==> src/rtl/bcd7seg_decoder.sv <==
// Registered 4-bit to seven-segment decoder for one board HEX digit, with
// blank / lamp-test overrides and a registered "legal BCD" flag.
module bcd7seg_decoder #(
  parameter int HEX_MODE   = 0,
  parameter int ACTIVE_LOW = 1
) (
  input  logic       ADC_CLK_10,
  input  logic       reset,
  input  logic [3:0] digit,
  input  logic       blank,
  input  logic       lamp_test,
  output logic [0:6] seg,
  output logic       digit_ok
);

  localparam logic [0:6] LIT_OFF = 7'b0000000;
  localparam logic [0:6] LIT_ALL = 7'b1111111;

  logic [0:6] w_lit;
  logic [0:6] w_pattern;
  logic [0:6] w_drive;
  logic [0:6] w_drive_off;
  logic [0:6] r_seg;
  logic       r_digit_ok;

  // Bit order is a..g, matching seg[0]=a .. seg[6]=g.
  always_comb begin
    // NOTE: default first so every path assigns w_lit and no latch is inferred.
    w_lit = LIT_OFF;
    case (digit)
      4'd0:  w_lit = 7'b1111110;
      4'd1:  w_lit = 7'b0110000;
      4'd2:  w_lit = 7'b1101101;
      4'd3:  w_lit = 7'b1111001;
      4'd4:  w_lit = 7'b0110011;
      4'd5:  w_lit = 7'b1011011;
      4'd6:  w_lit = 7'b1011111;
      4'd7:  w_lit = 7'b1110000;
      4'd8:  w_lit = 7'b1111111;
      4'd9:  w_lit = 7'b1111011;
      4'd10: w_lit = (HEX_MODE != 0) ? 7'b1110111 : LIT_OFF;
      4'd11: w_lit = (HEX_MODE != 0) ? 7'b0011111 : LIT_OFF;
      4'd12: w_lit = (HEX_MODE != 0) ? 7'b1001110 : LIT_OFF;
      4'd13: w_lit = (HEX_MODE != 0) ? 7'b0111101 : LIT_OFF;
      4'd14: w_lit = (HEX_MODE != 0) ? 7'b1001111 : LIT_OFF;
      4'd15: w_lit = (HEX_MODE != 0) ? 7'b1000111 : LIT_OFF;
      default: w_lit = LIT_OFF;
    endcase
  end

  // Lamp test outranks blank; both outrank the decoded value.
  assign w_pattern   = lamp_test ? LIT_ALL : (blank ? LIT_OFF : w_lit);
  assign w_drive     = (ACTIVE_LOW != 0) ? ~w_pattern : w_pattern;
  assign w_drive_off = (ACTIVE_LOW != 0) ? ~LIT_OFF   : LIT_OFF;

  always_ff @(posedge ADC_CLK_10) begin
    // NOTE: non-blocking assignments for registered state avoid read/write races.
    if (reset) begin
      r_seg      <= w_drive_off;
      r_digit_ok <= 1'b0;
    end else begin
      r_seg      <= w_drive;
      r_digit_ok <= (digit <= 4'd9);
    end
  end

  assign seg      = r_seg;
  assign digit_ok = r_digit_ok;

endmodule

==> config.mk <==
export PLATFORM = sky130hd
export DESIGN_NAME = bcd7seg_decoder
export DESIGN_NICKNAME = d
export VERILOG_FILES = /design/src/rtl/bcd7seg_decoder.sv
export SDC_FILE = /design/constraint.sdc
export NUM_CORES = 1
export LEC_CHECK = 0
export CAP_MARGIN = 20
export CORE_AREA = 2 2 39 41
export CTS_BUF_LIST = sky130_fd_sc_hd__clkbuf_8
export DETAILED_ROUTE_END_ITERATION = 12
export DIE_AREA = 0 0 41 43
export DONT_BUFFER_PORTS = 1
export PLACE_DENSITY = 0.58
export SLEW_MARGIN = 20
export SYNTH_ARGS = -nofsm -noshare
export SYNTH_HDL_FRONTEND = slang
export SYNTH_SLANG_ARGS = --single-unit
==> constraint.sdc <==
create_clock -name ADC_CLK_10 -period 1.19 [get_ports ADC_CLK_10]
set_input_delay 0.119 -clock ADC_CLK_10 [delete_from_list [all_inputs] [get_ports ADC_CLK_10]]
set_output_delay 0.119 -clock ADC_CLK_10 [all_outputs]
set_load 0.01 [all_outputs]
==> qor.yml <==
clocking:
  cts_tree: "done"
  clock_path_buffers: 2
  cts-root-buf: "clkbuf_8"
  post_cts_buffers: 0
  clock_sinks: 8
  clk_pin_slew_worst_paths_ps: 40
  numCtsBuffers: 3
  cts_resized: 0
  cts_max_level: 1
timing:
  period_needed_ps: 804
  finalMaxSlewViolations: 0
  fin_ws_ps: 386
  rsz0062_at_grt: "no"
  setup_tns_ps: 0
  finalHoldViolations: 0
  timing.slew.headroom: 0.802
  max_freq_ghz: 1.24
  setup_violations: 0
  worstMarginPinSlew_ps: 298
  period_share: 0.675
floorplan:
  fp.dieArea_sq_um: 1760
  core_area_sq_um: 1380
  dieWidth_um: 41
  row_count: 14
  die_y_um: 43
  ioPinCount: 16
  initial_utilization: 0.322
critical_path:
  slowest_delay_ps: 590
  cp.depth: 2
  cp_num_buf_inv: 1
  cp_max_fo: 6
  cp.arrival_ps: 940
  critPathTopFamily: "buffers and inverters"
  setup.worst_path.start_class: "primary input"
  setup.worst_path.class: "primary input to flop"
  critPathRequiredTime_ps: 1330
  end_kind: "flop"
  slowest_stage: "dlygate4sd3_1"
  crit_chain: "dlygate4sd3_1 > o31ai_1"
synthesis:
  ys_seq_area_frac: 0.360
  ys_ff_latch: 8
  syn-num-nets: 58
  synthCells: 45
  avgSynthCellArea_sq_um: 9.90
  syn_area_sq_um: 445
  synth_warnings: 0
  synth.distinct_cells: 19
hold_path:
  hold_depth: 1
  min_to: "digit_ok$_SDFF_PP0_"
  hold_class: "primary input to flop"
  min_from: "digit[3]"
layout:
  instances_no_fill: 64
  num-fill-cells: 148
  drive_gt1_frac: 0.104
  antenna_cells: 0
  synthToLayoutAreaGrowth_pct: 14.3
  finalNetCount: 63
global_route:
  gr-usage-all-layers: 0.123
  grt_pass1_wl_um: 1300
  grt_max_degree: 12
  overflow: 0
  grt_pass1_vias: 300
  antenna_found_initial: 0
drt:
  postRouteAntennaNets: 0
  dr.pass1.iters: 2
  wl_um: 806
  wl_per_cell_um: 12.6
  vias: 305
  vias_per_cell: 4.77
  drt_iter0_markers: 1
  drc: 0
placement:
  place_congestion: 0.770
  hpwl_um: 612
  place_ws_ps: 208
  port_buffers: 0
  placed_cells: 58
flow_run:
  cap_violations: 0
run_status:
  outcome: "finished clean"
power:
  ir_drop_uv: 273
  p_leak_uw: 0.000218
  power_density_nw_per_um2: 1360
## placed cells by master (no fill, tap or decap)
cell type / count
a21boi_0: 1
a21oi_1: 5
a221oi_4: 1
clkbuf_8: 3
dfxtp_1: 8
dlygate4sd3_1: 3
ha_1: 5
inv_1: 3
mux2i_1: 1
nand2_1: 3
nand2b_1: 2
nand3b_1: 1
nor2_1: 2
nor2b_4: 1
o211ai_1: 1
o21ai_1: 1
o21bai_1: 2
o31ai_1: 3
or2_1: 2
## how the worst max path moves through the flow
stage	to	slack, ps	from
floorplan	seg[1]$_SDFF_PP1_	250	digit[0]
global placement	seg[1]$_SDFF_PP1_	230	digit[0]
detailed placement	seg[1]$_SDFF_PP1_	210	digit[0]
CTS	seg[6]$_SDFF_PP1_	380	lamp_test
global route	seg[6]$_SDFF_PP1_	350	lamp_test
finish	seg[6]$_SDFF_PP1_	390	lamp_test
## synth_stat cells
master,count,area [sq um]
a221oi_4,1,26.3
o211ai_1,1,7.51
a21boi_0,1,7.51
buf_6,2,22.5
or2_1,2,12.5
nand2b_1,2,12.5
nor2b_4,1,13.8
nand3b_1,1,7.51
o21bai_1,2,15.0
a21oi_1,5,25.0
nand2_1,3,11.3
nor2_1,2,7.51
o21ai_1,1,5.00
mux2i_1,1,10.0
o31ai_1,3,22.5
ha_1,5,62.6
dfxtp_1,8,160
inv_1,3,11.3
buf_2,1,5.00
## sequential cells by signal (all words and copies together) (netlist names)
| signal | flops |
|---|---|
| seg | 7 |
| digit_ok | 1 |
## power by group
part | internal, uW | switching [uW]
Clock | 218 | 95.0
Combinational | 39.1 | 33.6
Sequential | 290 | 17.0
## metal layers
metal  part of all wire  GRT usage
met1               0.44      0.141
met2               0.47      0.147
met5                  0          0
met3              0.066     0.0419
met4              0.029      0.160
## cells by family (layout without fill, tap and decap cells)
logic type               count (synthesis)  count (layout)  synth area share
AO/OA/AOI/OAI                           14              14             0.244
AND/OR/NAND/NOR                         11              11             0.146
flip-flops                               8               8             0.360
buffers and inverters                    6               9            0.0871
adder cells (fa/ha/maj)                  5               5             0.140
multiplexers                             1               1            0.0225
## what timing repair did
item                       4_1_cts  5_1_grt
setup endpoints to repair        0        0
hold endpoints to repair         5        0
hold buffers                     3        0
## stage by stage
step | instance area, sq um | total power (uW) | hold slack, ps | utilization
4_1_cts | 509 | 704 | 2.27 | 0.368
5_1_grt | 509 | 737 | 0.938 | 0.368
6_report | 509 | 693 | 2.31 | 0.368
3_3_place_gp | 438 | 374 | 190 | 0.316
3_5_place_dp | 438 | 376 | 208 | 0.316
2_1_floorplan | 445 | 381 | 188 | -
## cell type report
| cell class | instances | area, sq um | share of cell area |
|---|---|---|---|
| Timing Repair Buffer | 3 | 30.0 | 0.0590 |
| Sequential cell | 8 | 160 | 0.314 |
| Tap cell | 16 | 20.0 | 0.0393 |
| Multi-Input combinational cell | 31 | 246 | 0.484 |
| Inverter | 3 | 11.3 | 0.0221 |
| Clock buffer | 3 | 41.3 | 0.0811 |
(Power assumes the default switching activity.)
